[src/rtl/execute_stage.sv]
// Y86-64 execute stage: 64-bit ALU (valE), SF/ZF/OF condition-code
// register written only by OPq, and jXX/cmovXX condition evaluation
// against the flags left by the most recent earlier OPq.
module execute_stage (
  input  logic        clk,
  input  logic        rst_n,
  input  logic [3:0]  icode,
  input  logic [3:0]  ifun,
  input  logic [63:0] valA,
  input  logic [63:0] valB,
  input  logic [63:0] valC,
  output logic [63:0] valE,
  output logic        cond,
  output logic        sf,
  output logic        zf,
  output logic        of
);

  localparam logic [3:0] I_HALT   = 4'h0;
  localparam logic [3:0] I_NOP    = 4'h1;
  localparam logic [3:0] I_CMOV   = 4'h2;
  localparam logic [3:0] I_IRMOVQ = 4'h3;
  localparam logic [3:0] I_RMMOVQ = 4'h4;
  localparam logic [3:0] I_MRMOVQ = 4'h5;
  localparam logic [3:0] I_OPQ    = 4'h6;
  localparam logic [3:0] I_JXX    = 4'h7;
  localparam logic [3:0] I_CALL   = 4'h8;
  localparam logic [3:0] I_RET    = 4'h9;
  localparam logic [3:0] I_PUSHQ  = 4'hA;
  localparam logic [3:0] I_POPQ   = 4'hB;

  logic sf_q, zf_q, of_q;
  logic sf_d, zf_d, of_d;
  logic cc_we;

  // ALU result for every instruction class; stack ops move %rsp by 8
  always_comb begin
    valE = 64'd0;
    case (icode)
      I_CMOV:            valE = valA;
      I_IRMOVQ:          valE = valC;
      I_RMMOVQ, I_MRMOVQ: valE = valB + valC;
      I_OPQ: begin
        case (ifun)
          4'h0:    valE = valB + valA;
          4'h1:    valE = valB - valA;
          4'h2:    valE = valB & valA;
          4'h3:    valE = valB ^ valA;
          default: valE = 64'd0;
        endcase
      end
      I_CALL, I_PUSHQ:   valE = valB - 64'd8;
      I_RET, I_POPQ:     valE = valB + 64'd8;
      default:           valE = 64'd0;
    endcase
  end

  // Flag values produced by this cycle's OPq; only valid OPq functions write them
  always_comb begin
    cc_we = (icode == I_OPQ) && (ifun[3:2] == 2'b00);
    zf_d  = (valE == 64'd0);
    sf_d  = valE[63];
    of_d  = 1'b0;
    case (ifun)
      4'h0:    of_d = (valA[63] == valB[63]) && (valE[63] != valB[63]);
      4'h1:    of_d = (valA[63] != valB[63]) && (valE[63] != valB[63]);
      default: of_d = 1'b0;
    endcase
  end

  // Condition-code register; reset clears it regardless of the clock
  always_ff @(posedge clk or negedge rst_n) begin
    if (!rst_n) begin
      sf_q <= 1'b0;
      zf_q <= 1'b0;
      of_q <= 1'b0;
    end else if (cc_we) begin
      sf_q <= sf_d;
      zf_q <= zf_d;
      of_q <= of_d;
    end
  end

  // Branch / conditional-move condition from the registered flags
  always_comb begin
    cond = 1'b0;
    if ((icode == I_CMOV) || (icode == I_JXX)) begin
      case (ifun)
        4'h0:    cond = 1'b1;
        4'h1:    cond = (sf_q ^ of_q) | zf_q;
        4'h2:    cond = sf_q ^ of_q;
        4'h3:    cond = zf_q;
        4'h4:    cond = ~zf_q;
        4'h5:    cond = ~(sf_q ^ of_q);
        4'h6:    cond = ~(sf_q ^ of_q) & ~zf_q;
        default: cond = 1'b0;
      endcase
    end
  end

  assign sf = sf_q;
  assign zf = zf_q;
  assign of = of_q;

  // halt/nop take the default zero result
  logic unused_codes;
  assign unused_codes = (I_HALT == I_NOP);

endmodule

[config.mk]
export PLATFORM = sky130hd
export DESIGN_NAME = execute_stage
export DESIGN_NICKNAME = d
export VERILOG_FILES = /design/src/rtl/execute_stage.sv
export SDC_FILE = /design/constraint.sdc
export NUM_CORES = 1
export LEC_CHECK = 0
export BUFFER_PORTS_ARGS = -buffer_cell sky130_fd_sc_hd__buf_2
export CAP_MARGIN = 20
export CORE_ASPECT_RATIO = 1.1
export CORE_UTILIZATION = 41
export CTS_BUF_LIST = sky130_fd_sc_hd__clkbuf_8 sky130_fd_sc_hd__clkbuf_16
export DETAILED_ROUTE_END_ITERATION = 8
export PLACE_DENSITY_LB_ADDON = 0.2
export SETUP_SLACK_MARGIN = 0.02
export SYNTH_ARGS = -nofsm -noshare
export SYNTH_HDL_FRONTEND = slang
export SYNTH_SLANG_ARGS = --single-unit
export TNS_END_PERCENT = 20
[constraint.sdc]
create_clock -name clk -period 7.5 [get_ports clk]
set_input_delay 0 -clock clk [delete_from_list [all_inputs] [get_ports clk]]
set_output_delay 0 -clock clk [all_outputs]
set_load 0.005 [all_outputs]
### Word level (Yosys, flattened, before mapping)

Index checks and enable logic that the tools add are counted.

| storage, ports and cells | value |
|---|---|
| register bits | 3 |
| bits of input ports | 202 |

| operators by class | value |
|---|---|
| add/sub/neg operators | 5 |
| equal/unequal tests | 19 |
| multiplexer cells | 5 |
| bitwise gates (word level) | 7 |
| reduce and logical (&&, ||, !) cells | 10 |

Operator list:

| cell | number |
|---|---|
| $pmux 64 s6 | 1 |
| $pmux 64 s4 | 1 |
| $add 64x64->64 | 2 |
| $add 64x4->64 const B | 1 |
| $and 64x64->64 | 1 |
| $logic_not 64->1 | 1 |
| $sub 64x4->64 const B | 1 |
| $sub 64x64->64 | 1 |
| $xor 64x64->64 | 1 |
| $eq 4x3->1 const B | 7 |
| $eq 4x2->1 const B | 4 |
| $eq 4x4->1 const B | 4 |
| $pmux 1 s7 | 1 |
| $reduce_or 2->1 | 3 |
| $eq 4x1->1 const B | 1 |
| $logic_not 4->1 | 1 |
| $logic_and 1x1->1 | 3 |
| $logic_not 2->1 | 1 |
| $ne 1x1->1 | 2 |
| $not 1->1 | 2 |
| $pmux 1 s2 | 1 |
| $and 1x1->1 | 1 |
| $eq 1x1->1 | 1 |
| $logic_or 1x1->1 | 1 |
| 3 further kinds | 3 |

### Longest topological paths before layout

| logic depth | value |
|---|---|
| depth after elaboration | 6 |
| depth in mapped cells | 27 |

### Worst setup path after synthesis

OpenSTA, ideal clock, no wires.

| path | value |
|---|---|
| path kind | input -> register |
| start | input port icode[0] |
| end | register zf_q (netlist: zf) |
| data arrival time | 6.654 ns |
| setup slack | 0.754 ns |
| cell stages on the path | 22 |
| path through | clkbuf_1 -> buf_2 -> buf_2 -> buf_2 -> buf_1 -> buf_2 -> nand2_1 -> ha_1 -> clkbuf_1 -> nand4_1 -> or4_1 -> nand2b_1 -> o22ai_1 -> a21oi_1 -> nand2b_1 -> xor2_1 -> a2111o_1 -> or4_1 -> nor4_1 -> nor4b_2 -> nand4_1 -> o31ai_2 |

| on the way | value |
|---|---|
| longest elaborated chain between the ends | 4 |
| elaborated cells on any way between the ends | 15 |
| classes of those cells | 9 x eq/ne; 1 x mux; 5 x reduce/logical |

Ends and longest elaborated chain:

| element | RTL line | source |
|---|---|---|
| start, declared | 7 | `input logic [3:0] icode,` |
| $eq 4x4->1 / $eq 4x3->1 (equally long branches) | 39 | `case (icode)` |
| $reduce_or 2->1 | 39 |  |
| $pmux 64 s6 (*) | 39 |  |
| named net valE[43] | 12 | `output logic [63:0] valE,` |
| $logic_not 64->1 (*) | 61 | `zf_d = (valE == 64'd0);` |
| end signal, assigned | 79 | `zf_q <= zf_d;` |
| end, declared | 32 | `logic sf_q, zf_q, of_q;` |

Mark *: on every way through the listed nets, which the timed path passes. The rest lies on a longest branch.
A chain may end at the register's enable or synchronous reset.

### Worst setup path after layout

| path | value |
|---|---|
| start | input port valA[4] |
| end | register zf_q (netlist: zf) |

| on the way | value |
|---|---|
| longest elaborated chain between the ends | 4 |
| elaborated cells on any way between the ends | 7 |
| classes of those cells | 2 x add/sub; 2 x mux; 2 x bitwise; 1 x reduce/logical |

Ends and longest elaborated chain:

| element | RTL line | source |
|---|---|---|
| start, declared | 9 | `input logic [63:0] valA,` |
| $sub 64x64->64 (tied with other cells) | 46 | `4'h1: valE = valB - valA;` |
| $pmux 64 s4 | 44 | `case (ifun)` |
| $pmux 64 s6 (*) | 39 |  |
| $logic_not 64->1 (*) | 61 |  |

Mark *: on every way between the ends. The rest lies on a longest branch, timed or not.

==> impl_metrics.py <==
metrics = {
    "status": {
        "outcome": "finished clean",
    },
    "route": {
        "avgViaCountPerCell": 6.86,
        "wl_um": 104000,
        "drc": 0,
        "first_pass_iters": 6,
        "ant_nets": 0,
        "vias": 24000,
        "drtIter0Drc": 2567,
        "wl_per_cell_um": 29.7,
    },
    "sta": {
        "rsz0062_at_grt": "no",
        "max_freq_ghz": 0.139,
        "worst_pin_slew_ps": 1200,
        "holdWs_ps": 133,
        "fin_tns_setup_ps": 0,
        "slew_headroom": 0.202,
        "finalCritPeriodShare": 0.960,
        "finalHoldViolCount": 0,
        "clock-skew-final_ps": 0,
        "timing.final.crit_period_ps": 7200,
        "setup_violations": 0,
        "fin_ws_ps": 298,
        "slew_viol_final": 0,
    },
    "logic_synthesis": {
        "syn_inst": 2733,
        "synth_compound_area_frac": 0.345,
        "synth_warnings": 0,
        "synth_edf_count": 0,
        "synth_area_leaders": "ha_1 17%, a21oi_1 8.5%, mux2i_1 8.3%",
        "synth_fa_ha_area_frac": 0.174,
        "syn_nets": 3188,
        "ys_seq_elements": 3,
        "synth_top_family_by_area": "compound AO/OA/AOI/OAI gates",
        "ys_seq_area_frac": 0.00407,
        "synth_top_area_frac": 0.170,
        "synthXorXnorAreaFrac": 0.0845,
        "async_reset_ff_frac": 1.00,
        "synthSimpleGateAreaFrac": 0.256,
        "syn_area_um2": 18400,
        "synthMuxAreaShare": 0.0868,
        "synth_top_area_cell": "ha_1",
        "synth-main-ff-cell": "dfrtp_1",
        "synth.avg_cell_area_um2": 6.74,
        "synth_cell_types": 103,
    },
    "placed_design": {
        "gp_congestion": 1.14,
        "dp_cells": 3487,
        "pre_cts_slack_ps": 280,
        "dpl_cell_area_um2": 20200,
        "dp_hpwl_um": 86500,
        "io_buffers": 269,
    },
    "clock_network": {
        "ctsRootBufferMaster": "clkbuf_16",
        "cts_buffers": 3,
        "cts_resized": 0,
        "path_clk_slew_ps": 40,
        "max-clock-path-buffers": 2,
        "cts_tree": "yes",
        "h-tree-depth": 1,
        "cts_sinks": 3,
        "clk_latency_ps": 240,
    },
    "die": {
        "num_rows": 81,
        "coreArea_um2": 44400,
        "die_w_um": 204,
        "die_area_um2": 45800,
        "floorplan.initialDensity": 0.415,
        "die-height_um": 224,
        "pin_count": 270,
    },
    "critical_path": {
        "cp-end-kind": "flop",
        "crit_buf_inv": 2,
        "critPathSlowestCell": "nor4b_1",
        "worstSetupPathType": "in -> reg",
        "r2r_setup_slack_ps": 6630,
        "critPathLaunchType": "primary input",
        "critPathTopFamily": "simple AND/OR/NAND/NOR gates",
        "cp_max_fo": 6,
        "arrival_ps": 7340,
        "cp_cell_sequence": "buf_2 -> nor4_1 -> nand4b_1 -> nor4_1 -> nand2_1 -> nor2_1 -> and2_1 -> nand2_1 -> or3_1 -> nand2_1 -> xor2_1 -> ha_1 -> nand2_1 -> nor3_1 -> nor4b_1 -> buf_4 -> nor2_1 -> o211ai_1 -> nand3_1 -> a211o_2 -> nor4_1 -> nand4_1 -> o31ai_2",
        "worstReg2RegEnd": "zf",
        "reg2reg_depth": 2,
        "slowest_delay_ps": 700,
        "crit_path_frequent_cell": "nand2_1",
        "timing.rr.start": "zf",
        "cp.required_ps": 7640,
    },
    "final_layout": {
        "antenna_cells": 0,
        "area_delta_synth_final_pct": 10.0,
        "drive_above_1_share": 0.136,
        "multi_input_area_um2": 17500,
        "final_cells": 3493,
        "final_util": 0.457,
        "fillers": 4777,
        "layout.nets": 3368,
        "seqCellArea_um2": 75.1,
        "fin_area_um2": 20300,
    },
    "power_and_ir_drop": {
        "combinationalPowerShare": 0.946,
        "total_power_mw": 2.04,
        "pwr-share-seq": 0.010,
        "power-per-cell-area_nw_per_um2": 101,
        "p_switching_mw": 1.30,
        "switching_share": 0.635,
        "p_int_uw": 745,
        "max-vdd-ir-drop_uv": 50.0,
        "leakagePower_nw": 8.79,
        "clkPwrFrac": 0.044,
    },
    "grt": {
        "antenna_found_initial": 2,
        "grt_max_degree": 46,
        "grt.overflow.total": 0,
        "track_usage": 0.435,
        "grt_pass1_wl_um": 148000,
        "grt_pass1_vias": 22300,
    },
    "run": {
        "drv_cap": 0,
    },
    "worst_hold_path": {
        "hold_class": "in -> async",
    },
}
==> logic make-up (layout without fill, tap and decap cells) <==
kind of cell             count (synthesis)  in the layout
AO/OA/AOI/OAI                          987            987
AND/OR/NAND/NOR                        955            955
adder cells (fa/ha/maj)                254            254
buffers and inverters                  198            377
XOR/XNOR                               177            177
multiplexers                           159            159
flip-flops                               3              3
==> power groups by stage <==
stage	sequential [mW]	combinational [mW]	clock [mW]
2_1_floorplan	0.0205	1.17	0
3_3_place_gp	0.0206	1.85	0
3_5_place_dp	0.0207	1.85	0
4_1_cts	0.0205	1.86	0.0908
5_1_grt	0.0207	2.05	0.0935
6_report	0.0204	1.93	0.0903
==> what timing repair did <==
action | 4_1_cts | 5_1_grt
endpoints found under the setup margin | 0 | 0
hold endpoints to repair | 3 | 0
setup buffers | 0 | 0
hold buffers | 1 | 0
==> registers in the layout (all words and copies together), names as in the netlist <==
name  flops
of        1
sf        1
zf        1
==> Yosys cell counts (all sizes together) (52+ instances only) <==
cell / count
clkbuf: 98
nand2: 285
o22ai: 52
nor3: 74
inv: 52
nand3: 64
xor2: 82
ha: 250
xnor2: 95
nor2: 220
a21o: 52
nand4: 86
mux2i: 153
o21ai: 213
a21oi: 315
==> area by class of cell <==
cell class,count,area share
multi-input combinational,2532,0.861
clock inverter,1,0.000185
timing repair buffer,321,0.0860
tap,581,0.0359
inverter,52,0.00963
sequential,3,0.00370
clock buffer,3,0.00370
==> per-layer routing <==
layer  global-route usage  up-vias  share of wire
li1                     -    10900              -
met1                0.529    11300           0.39
met2                0.693     1476           0.44
met3               0.0523      362          0.082
met4                0.340        2          0.094
met5                    0        -        0.00013
==> worst reg2reg max path: cells and delay by family, from the launching register on <==
family	cells	cell delay, ps
compound gates	1	100
flops	1	450
simple gates	1	180
==> cells in the final DEF, fill, tap and decap left out, drive strengths merged, types with 64 or more instances in the layout <==
cell / instances
ha: 250
xor2: 82
buf: 319
xnor2: 95
mux2i: 153
o21ai: 213
nand3: 64
nand4: 86
nor2: 220
nand2: 285
a21oi: 315
nor3: 74
==> worst max-delay path by stage <==
stage,from,endpoint,depth (start not counted)
3_3_place_gp,valA[12],zf,26
4_1_cts,valA[14],zf,26
5_1_grt,valA[4],zf,27
2_1_floorplan,icode[0],zf,22
6_report,valA[4],zf,23
3_5_place_dp,valA[14],zf,26
Note: power is estimated with default switching activity, not from simulation.
